[src/rtl/fir_tb_pkg.sv]
// rtl/fir_tb_pkg.sv - shared types and defaults for the FIR stimulus source
// Purpose: state enum and default sizing shared by fir_stim_src and its bench.
// Ports: none (package).
package fir_tb_pkg;

    localparam int DW_DEF        = 11;
    localparam int AW_DEF        = 8;
    localparam int DRAIN_CYC_DEF = 12;

    typedef enum logic [2:0] {
        ST_IDLE   = 3'd0,
        ST_STREAM = 3'd1,
        ST_GAP    = 3'd2,
        ST_DRAIN  = 3'd3,
        ST_DONE   = 3'd4
    } stim_state_e;

endpackage

[src/rtl/fir_stim_src_if.sv]
// rtl/fir_stim_src_if.sv - control, sample-memory write and DIN/VIN bundle
// Purpose: groups every non-clock signal of fir_stim_src.
// Ports (source view, modport master):
//   i_wr_en/i_wr_addr/i_wr_data  sample memory write port
//   i_start/i_nsamp/i_gap        run request and its parameters
//   o_din/o_vin                  sample stream into the FIR
//   o_busy/o_end_sim/o_sent      run status
// Modport slave is the driving side (bench or system controller).
interface fir_stim_src_if #(
    parameter int DW = 11,
    parameter int AW = 8
);
    logic          i_wr_en;
    logic [AW-1:0] i_wr_addr;
    logic [DW-1:0] i_wr_data;
    logic          i_start;
    logic [AW:0]   i_nsamp;
    logic [3:0]    i_gap;
    logic [DW-1:0] o_din;
    logic          o_vin;
    logic          o_busy;
    logic          o_end_sim;
    logic [AW:0]   o_sent;

    modport master (
        input  i_wr_en, i_wr_addr, i_wr_data, i_start, i_nsamp, i_gap,
        output o_din, o_vin, o_busy, o_end_sim, o_sent
    );

    modport slave (
        output i_wr_en, i_wr_addr, i_wr_data, i_start, i_nsamp, i_gap,
        input  o_din, o_vin, o_busy, o_end_sim, o_sent
    );
endinterface

[src/rtl/fir_stim_src_stim_mem.sv]
// rtl/fir_stim_src_stim_mem.sv - sample register file for the stimulus source
// Purpose: 2^AW x DW storage, one synchronous write port, one combinational
//          read port, no reset (contents survive reset).
// Ports:
//   i_clk                          write clock
//   i_wr_en/i_wr_addr/i_wr_data    write port
//   i_rd_addr/o_rd_data            combinational read port
module stim_mem #(
    parameter int DW = 11,
    parameter int AW = 8
) (
    input  logic          i_clk,
    input  logic          i_wr_en,
    input  logic [AW-1:0] i_wr_addr,
    input  logic [DW-1:0] i_wr_data,
    input  logic [AW-1:0] i_rd_addr,
    output logic [DW-1:0] o_rd_data
);
    logic [DW-1:0] r_mem [2**AW];

    always_ff @(posedge i_clk) begin
        if (i_wr_en) begin
            r_mem[i_wr_addr] <= i_wr_data;
        end
    end

    assign o_rd_data = r_mem[i_rd_addr];
endmodule

[src/rtl/fir_stim_src.sv]
// rtl/fir_stim_src.sv - streams preloaded samples into the FIR with gaps
// Purpose: on START, emits NSAMP samples from stim_mem on DIN/VIN with GAP idle
//          cycles between them, waits DRAIN_CYC more cycles, then holds END_SIM.
// Ports:
//   i_clk    rising-edge clock
//   i_rst_n  asynchronous active-low reset
//   bus      fir_stim_src_if.master (memory write, run control, DIN/VIN, status)
module fir_stim_src
    import fir_tb_pkg::*;
#(
    parameter int DW        = DW_DEF,
    parameter int AW        = AW_DEF,
    parameter int DRAIN_CYC = DRAIN_CYC_DEF
) (
    input  logic           i_clk,
    input  logic           i_rst_n,
    fir_stim_src_if.master bus
);
    localparam int DCW = (DRAIN_CYC < 1) ? 1 : $clog2(DRAIN_CYC + 1);

    stim_state_e    r_state;
    stim_state_e    w_next_state;
    logic [AW-1:0]  r_rd_ptr;
    logic [AW:0]    r_remaining;
    logic [3:0]     r_gap_len;
    logic [3:0]     r_gap_cnt;
    logic [DCW-1:0] r_drain_cnt;
    logic [DW-1:0]  r_din;
    logic           r_vin;
    logic [AW:0]    r_sent;

    logic           w_idle_like;
    logic           w_accept;
    logic           w_mem_wr;
    logic [DW-1:0]  w_rd_data;

    assign w_idle_like = (r_state == ST_IDLE) || (r_state == ST_DONE);
    assign w_accept    = w_idle_like && bus.i_start && (bus.i_nsamp != '0);
    // Memory is frozen while a run is in flight.
    assign w_mem_wr    = w_idle_like && bus.i_wr_en;

    stim_mem #(
        .DW (DW),
        .AW (AW)
    ) u_mem (
        .i_clk     (i_clk),
        .i_wr_en   (w_mem_wr),
        .i_wr_addr (bus.i_wr_addr),
        .i_wr_data (bus.i_wr_data),
        .i_rd_addr (r_rd_ptr),
        .o_rd_data (w_rd_data)
    );

    always_ff @(posedge i_clk or negedge i_rst_n) begin
        if (!i_rst_n) begin
            r_state <= ST_IDLE;
        end else begin
            r_state <= w_next_state;
        end
    end

    always_comb begin
        w_next_state = r_state;
        case (r_state)
            ST_IDLE, ST_DONE: begin
                if (w_accept) begin
                    w_next_state = ST_STREAM;
                end
            end
            ST_STREAM: begin
                if (r_remaining == {{AW{1'b0}}, 1'b1}) begin
                    w_next_state = ST_DRAIN;
                end else if (r_gap_len != 4'd0) begin
                    w_next_state = ST_GAP;
                end
            end
            ST_GAP: begin
                if (r_gap_cnt == 4'd0) begin
                    w_next_state = ST_STREAM;
                end
            end
            ST_DRAIN: begin
                if (r_drain_cnt == '0) begin
                    w_next_state = ST_DONE;
                end
            end
            default: w_next_state = ST_IDLE;
        endcase
    end

    // Counters load on the STREAM cycle that precedes GAP/DRAIN so that GAP
    // lasts gap_len cycles and DRAIN ends DRAIN_CYC cycles after VIN falls
    // (the DRAIN cycle carrying the last VIN is not counted).
    always_ff @(posedge i_clk or negedge i_rst_n) begin
        if (!i_rst_n) begin
            r_rd_ptr    <= '0;
            r_remaining <= '0;
            r_gap_len   <= '0;
            r_gap_cnt   <= '0;
            r_drain_cnt <= '0;
            r_din       <= '0;
            r_vin       <= 1'b0;
            r_sent      <= '0;
        end else begin
            r_vin <= 1'b0;
            case (r_state)
                ST_IDLE, ST_DONE: begin
                    if (w_accept) begin
                        r_rd_ptr    <= '0;
                        r_remaining <= bus.i_nsamp;
                        r_gap_len   <= bus.i_gap;
                        r_sent      <= '0;
                    end
                end
                ST_STREAM: begin
                    r_din       <= w_rd_data;
                    r_vin       <= 1'b1;
                    r_rd_ptr    <= r_rd_ptr + 1'b1;
                    r_sent      <= r_sent + 1'b1;
                    r_remaining <= r_remaining - 1'b1;
                    r_gap_cnt   <= r_gap_len - 4'd1;
                    r_drain_cnt <= DCW'(DRAIN_CYC);
                end
                ST_GAP: begin
                    r_gap_cnt <= r_gap_cnt - 4'd1;
                end
                ST_DRAIN: begin
                    r_drain_cnt <= r_drain_cnt - 1'b1;
                end
                default: ;
            endcase
        end
    end

    assign bus.o_din     = r_din;
    assign bus.o_vin     = r_vin;
    assign bus.o_sent    = r_sent;
    assign bus.o_end_sim = (r_state == ST_DONE);
    assign bus.o_busy    = (r_state == ST_STREAM) || (r_state == ST_GAP) ||
                           (r_state == ST_DRAIN);
endmodule

[src/flat_wrapper.sv]
// flat-port wrapper written by rule: the top's interface ports become plain ports
module fir_stim_src_flat import fir_tb_pkg::*;
#(
    parameter int DW        = DW_DEF,
    parameter int AW        = AW_DEF,
    parameter int DRAIN_CYC = DRAIN_CYC_DEF
)
  (i_clk, i_rst_n, bus_i_wr_en, bus_i_wr_addr, bus_i_wr_data, bus_i_start, bus_i_nsamp, bus_i_gap, bus_o_din, bus_o_vin, bus_o_busy, bus_o_end_sim, bus_o_sent);
  fir_stim_src_if #(.DW(DW), .AW(AW)) bus_i ();
  input  logic i_clk;
  input  logic i_rst_n;
  input wire logic [$bits(bus_i.i_wr_en)-1:0] bus_i_wr_en;
  input wire logic [$bits(bus_i.i_wr_addr)-1:0] bus_i_wr_addr;
  input wire logic [$bits(bus_i.i_wr_data)-1:0] bus_i_wr_data;
  input wire logic [$bits(bus_i.i_start)-1:0] bus_i_start;
  input wire logic [$bits(bus_i.i_nsamp)-1:0] bus_i_nsamp;
  input wire logic [$bits(bus_i.i_gap)-1:0] bus_i_gap;
  output wire logic [$bits(bus_i.o_din)-1:0] bus_o_din;
  output wire logic [$bits(bus_i.o_vin)-1:0] bus_o_vin;
  output wire logic [$bits(bus_i.o_busy)-1:0] bus_o_busy;
  output wire logic [$bits(bus_i.o_end_sim)-1:0] bus_o_end_sim;
  output wire logic [$bits(bus_i.o_sent)-1:0] bus_o_sent;
  assign bus_i.i_wr_en = bus_i_wr_en;
  assign bus_i.i_wr_addr = bus_i_wr_addr;
  assign bus_i.i_wr_data = bus_i_wr_data;
  assign bus_i.i_start = bus_i_start;
  assign bus_i.i_nsamp = bus_i_nsamp;
  assign bus_i.i_gap = bus_i_gap;
  assign bus_o_din = bus_i.o_din;
  assign bus_o_vin = bus_i.o_vin;
  assign bus_o_busy = bus_i.o_busy;
  assign bus_o_end_sim = bus_i.o_end_sim;
  assign bus_o_sent = bus_i.o_sent;
  fir_stim_src #(.DW(DW), .AW(AW), .DRAIN_CYC(DRAIN_CYC)) u_core (.i_clk(i_clk), .i_rst_n(i_rst_n), .bus(bus_i));
endmodule
[config.mk]
export PLATFORM = sky130hd
export DESIGN_NAME = fir_stim_src_flat
export DESIGN_NICKNAME = d
export VERILOG_FILES = /design/src/rtl/fir_tb_pkg.sv /design/src/rtl/fir_stim_src_if.sv /design/src/rtl/fir_stim_src_stim_mem.sv /design/src/rtl/fir_stim_src.sv /design/src/flat_wrapper.sv
export SDC_FILE = /design/constraint.sdc
export NUM_CORES = 2
export LEC_CHECK = 0
export CAP_MARGIN = 40
export CORE_ASPECT_RATIO = 0.6
export CORE_UTILIZATION = 55
export DETAILED_ROUTE_END_ITERATION = 8
export PLACE_DENSITY = 0.75
export SLEW_MARGIN = 10
export SYNTH_ARGS = -nofsm -noshare
export SYNTH_HDL_FRONTEND = slang
export SYNTH_SLANG_ARGS = --single-unit
[constraint.sdc]
create_clock -name i_clk -period 3.2 [get_ports i_clk]
set_input_delay 0.96 -clock i_clk [delete_from_list [all_inputs] [get_ports i_clk]]
set_output_delay 0.96 -clock i_clk [all_outputs]
set_load 0.005 [all_outputs]
* Word level (Yosys, flattened, before mapping) *
Memories as Yosys holds them, arrays and structs flattened. A register that Yosys moved wholly into a read port is not among the register bits.
Index checks and enable logic that the tools add are counted.

word-level totals
  output and inout bits = 23
  bits in writable memories = 2816
  register bits = 42
  bits of input ports = 36
  word-level logic and storage cells = 60
  memories kept = 1

memory list
  memory              depth  bits a word  read ports  clocked after memory_dff  write ports  RTL line                     text
  u_core.u_mem.r_mem  256    11           1           1                         1            fir_stim_src_stim_mem.sv:19  logic [DW-1:0] r_mem [2**AW];

operators by class
  eq/ne operators = 9
  reductions and logical operators = 19
  mux-type cells = 17
  add/sub/neg operators = 6

operators by type and width
  kind                 count
  $pmux 9 s2           2
  $mux 9               2
  $pmux 4 s2           2
  $pmux 8 s2           1
  $mux 3               5
  $pmux 3 s4           1
  $sub 4x1->4 const B  3
  $add 9x1->9 const B  1
  $eq 9x1->1 const B   1
  $reduce_bool 9->1    1
  $sub 9x1->9 const B  1
  $add 8x1->8 const B  1
  $logic_not 4->1      2
  $mux 8               1
  $eq 3x2->1 const B   2
  $ne 2x1->1 const B   3
  $reduce_bool 2->1    3
  $reduce_and 2->1     2
  $reduce_and 4->1     1
  $reduce_bool 4->1    1
  $eq 3x1->1 const B   1
  $eq 3x3->1 const B   1
  $logic_and 1x1->1    3
  $logic_not 3->1      1
  5 further kinds      9

* Depth between registers and ports, before layout *
  word-level depth = 6
  gate-level depth with buffers = 12
  mapped depth without buffers = 8

* By module *
A second synthesis with hierarchy kept.

unflattened totals
  cells, all modules = 5271
  area total of the unflattened synthesis = 111189.1 sq um

by module, submodules not included
  module        sequential area each (sq um)  instances  area an instance (sq um)  cells an instance
  stim_mem      84561.1                       1          108492.8                  4988
  fir_stim_src  1326.3                        1          2696.3                    283

* Worst setup path before layout *
No wires, ideal clock.

  path type = in2reg
  start = input bus_i_wr_addr[3]
  end = memory u_core.u_mem.r_mem[235][0], enable pin
  data required time = 2.822 ns
  buffers on the path = 3
  slack = 0.272 ns
  arrival = 2.550 ns
  cell stages on the path = 6
  library setup time = 0.378 ns
  path through = clkbuf_1 > nor2b_1 > clkbuf_1 > nand4_1 > clkbuf_1 > nor2_1

RTL lines
  item             RTL line                     text
  start, declared  flat_wrapper.sv:13           input wire logic [$bits(bus_i.i_wr_addr)-1:0] bus_i_wr_addr;
  end, declared    fir_stim_src_stim_mem.sv:19

No word-level cell before the write port.

==> impl_results.md <==
- #FFs+latches synth: 2869
- Mean Syn Cell Area: approximately 20 sq um
- GR peak layer: met1
- PD cells: 545 mW/mm^2
- CTS tree: built
- Chip height: 351 um
- Cells after Synth: 5578
- Fin crit share: 100%
- Main combinational cell family by area after synthesis: multiplexers
- DR DRC count: 0
- Setup CP Type: reg2reg
- Proportion of synthesized area in mux cells: 13.8%
- Synth area leader: edfxtp_1
- Max Cap Viol: 0
- Initial Util: 55.7%
- Post-Synth XOR/XNOR Area: less than 1%
- Area growth, synth to finish: 15.5%
- Dpl cells: ~8800
- Io pins: 59
- PnR worst setup slack: -4.45 ps
- Worst EP required: around 4000 ps
- Proportion of layout cells with a drive suffix above 1: 26.7%
- Violated checks: negative setup slack
- Slowest stage delay, CP: roughly 600 ps
- GR Layer Usage met1: ~44%
- Fraction of registers with async set or reset after synthesis: 1.85%
- Setup Skew: 50.6 ps
- Max VDD drop: 0.510 mV
- Hold slack: about 110 ps
- Post-Synthesis Net Count: around 5600
- Largest fanout on the critical path: 8
- Filler cell count: around 13000
- Vias per cell: 6.65
- Max frequency: 312 MHz
- DR pass1 iterations: 6
- DP HPWL: 191000 um
- # port buffers: 58
- DR iter-0 viols: 10238
- Adder-Cell Fraction of Synth Area: 0.0671%
- Worst Setup Start Kind: flop
- Synth warn: 0
- Aggregate global-route resource usage: 29.4%
- Layout Nets: 6401
- Status: finished, violations left
- M2 GR Usage: 40.8%
- Multi-input gate area: roughly 0.024 sq mm
- CTS H-tree depth: 4
- Clock Latency Late Sink: 880 ps
- Number of global-route vias before repair: 59200
- Netlist cell types: 77
- Inserted Clock Buffers: 236
- Total number of vias: 61616
- ANT nets after route: 0
- Post-synth EDFFs: 2816
- Simple-Gate Fraction of Synth Area: 2.89%
- Slew headroom: 36.3%
- Pins Over Slew Limit: 0
- Initial antenna violation count: 16
- Wire length per cell: 32.9 um
- Top cells by area, synth: edfxtp_1 76%, mux4_2 9.4%, mux2i_1 3.9%, dfrtp_1 1.2%, nor2_1 1.1%
- Final instance area: ~0.13 sq mm
- Tmin final: 3200 ps
- Final Hold Viols: 0
- Post-synth top flop: edfxtp_1
- Final WL: between 300000 and 400000 um
- CP Buf/Inv Count: 2
- Finished Layout Cells: 9259
- Synthesized area: roughly 0.11 sq mm
- CP Capture Type: flop
- Slew @ Worst Pin: 955 ps
- Pin count of the biggest net entering global routing: 111
- Crit path DAT: 3970 ps
- FF/Latch Area: 0.0859 sq mm
- Compound-Gate Fraction of Synth Area: 4.44%
- DIE AREA: 0.205 sq mm
- Worst hold path class: in2async
- Die W: a little under 600 um
- First-pass GRT wire length: between 400000 and 500000 um
- Worst-path clk slew: 70 ps
- Core Box Area: about 0.20 sq mm
- Final setup fails: 1
- Root buf cell: clkbuf_16
- Met3 global-route usage: 11.0%
- GP Congestion: just over 0.9
- Total gr overflow: 0
- FP Rows: approximately 130
- Slowest CP cell: dfrtp_1
- Clock buffer depth: 4
- Pleak: 0.0452 uW
- Crit-path cells: inv_1, nor3_2, o21ai_0, nor4bb_4, buf_4, a211oi_1, a32oi_1, o41ai_2
- Synth top area share: between 70% and 80%
- Sequential area share after synthesis: about 77%
- Post-DP Area: 0.121 sq mm
- Sink Count: 2869
- Crit path max-delay family: simple AND/OR/NAND/NOR gates
[cell usage in the layout, fill, tap and decap left out, types with 96 or more instances in the layout]
cell type	Yosys	routed
edfxtp_1	2816	2816
buf_4	40	697
mux4_2	466	466
mux2i_1	440	440
nor2_1	325	323
clkbuf_16	0	248
nand2_1	165	163
a22oi_1	144	143
buf_12	10	97
a21oi_1	99	96
[where the power goes]
group	leakage (uW)	total, uW	internal (uW)	switching (uW)
combinational	0.0157	974	166	808
clock	0.00357	28200	15100	13200
sequential	0.0259	41200	41200	0
total	0.0452	70400	56400	14000
[kinds of logic (layout without fill, tap and decap cells)]
| kind of cell | Yosys count | after routing |
|---|---|---|
| adders and majority gates | 6 | 6 |
| DFF | 2869 | 2869 |
| xor gates and xnor gates | 2 | 2 |
| buffers and inverters | 354 | 1324 |
| other | 0 | 2 |
| AOI/OAI and AO/OA | 683 | 683 |
| and+or+nand+nor | 715 | 715 |
| muxes | 949 | 949 |
[path summary, 6_finish.rpt]
path	depth (start not counted)	start	end	slack (ps)
max	8	u_core.r_rd_ptr[5]$_DFFE_PN0P_	u_core.bus.o_din[10]$_DFFE_PN0P_	-4
min	1	i_rst_n	u_core.r_state[2]$_DFFE_PN0P_	110
max reg2reg	8	u_core.r_rd_ptr[5]$_DFFE_PN0P_	u_core.bus.o_din[10]$_DFFE_PN0P_	-4
min reg2reg	2	u_core.r_remaining[7]$_DFFE_PN0P_	u_core.r_remaining[7]$_DFFE_PN0P_	500
max in group asynchronous	2	i_rst_n	u_core.bus.o_sent[4]$_DFFE_PN0P_	2450
min in group i_clk	1	bus_i_wr_data[7]	u_core.u_mem.r_mem[198][7]$_DFFE_PP_	490
[synthesized netlist by cell type, types with 5 or more instances]
master,instances
a2111oi_0,9
mux2i_1,440
o41ai_2,10
a311oi_1,8
a21oi_1,99
nor2_1,325
clkbuf_1,119
o22ai_1,75
nand2_1,165
o221ai_1,92
and4bb_2,5
buf_1,12
edfxtp_1,2816
inv_1,10
and3_1,16
nor2b_1,31
o221ai_2,6
o21ai_1,9
o211ai_1,21
nand3_1,49
a211oi_1,39
mux2_2,36
dfrtp_1,53
buf_12,10
mux4_2,466
o22a_1,10
o21ai_0,68
a31oi_1,20
a2bb2oi_1,9
mux4_1,7
buf_2,108
and2_1,5
a221oi_1,21
nor3_1,41
a22o_1,24
buf_8,7
buf_4,40
buf_6,45
nand4_1,43
and2b_1,5
ha_1,6
a22oi_1,144
[final cells by class]
type / instances / share of cell area (%)
inverter: 11 / 0.0329
clock buffer: 298 / 4.84
antenna: 2 / 0.00387
multi-input combinational: 2355 / 18.6
sequential: 2869 / 66.5
clock inverter: 129 / 0.781
tap: 2709 / 2.62
timing repair buffer: 886 / 6.60
[flip-flops by register name, indices dropped and copies added (netlist names)]
name,count
u_core.r_gap_cnt,4
u_core.bus.o_din,11
u_core.r_drain_cnt,4
u_core.r_rd_ptr,8
u_core.r_gap_len,4
u_core.u_mem.r_mem,2816
u_core.bus.o_vin,1
u_core.bus.o_sent,9
u_core.r_state,3
u_core.r_remaining,9
[per-stage QoR]
stage          TNS [ps]  total power [uW]  setup WS [ps]  utilization [%]
4_1_cts           -44.3             70400          -29.6             64.1
3_5_place_dp     -12450             43000           -431             60.4
6_report          -4.45             70400          -4.45             64.3
3_3_place_gp      -5850             42900           -452             60.4
2_1_floorplan         0             42100            272                -
5_1_grt           -2.46             71900          -2.46             64.3
[metal layers]
| layer | part of all wire (%) | vias up |
|---|---|---|
| li1 | - | 24657 |
| met1 | 38 | 31695 |
| met2 | 43 | 4768 |
| met3 | 17 | 484 |
| met4 | 2.4 | 12 |
| met5 | 0.023 | - |
[what timing repair did]
action / in CTS / in global routing
gates cloned: 1 / 8
pin swaps: 1 / 9
gates resized for setup: 38 / 39
endpoints found under the setup margin: 12 / 12
endpoints found under the hold margin: 0 / 0
setup buffers: 2 / 9
hold buffers: 0 / 0
No activity file was read; power rests on OpenSTA's default activity.
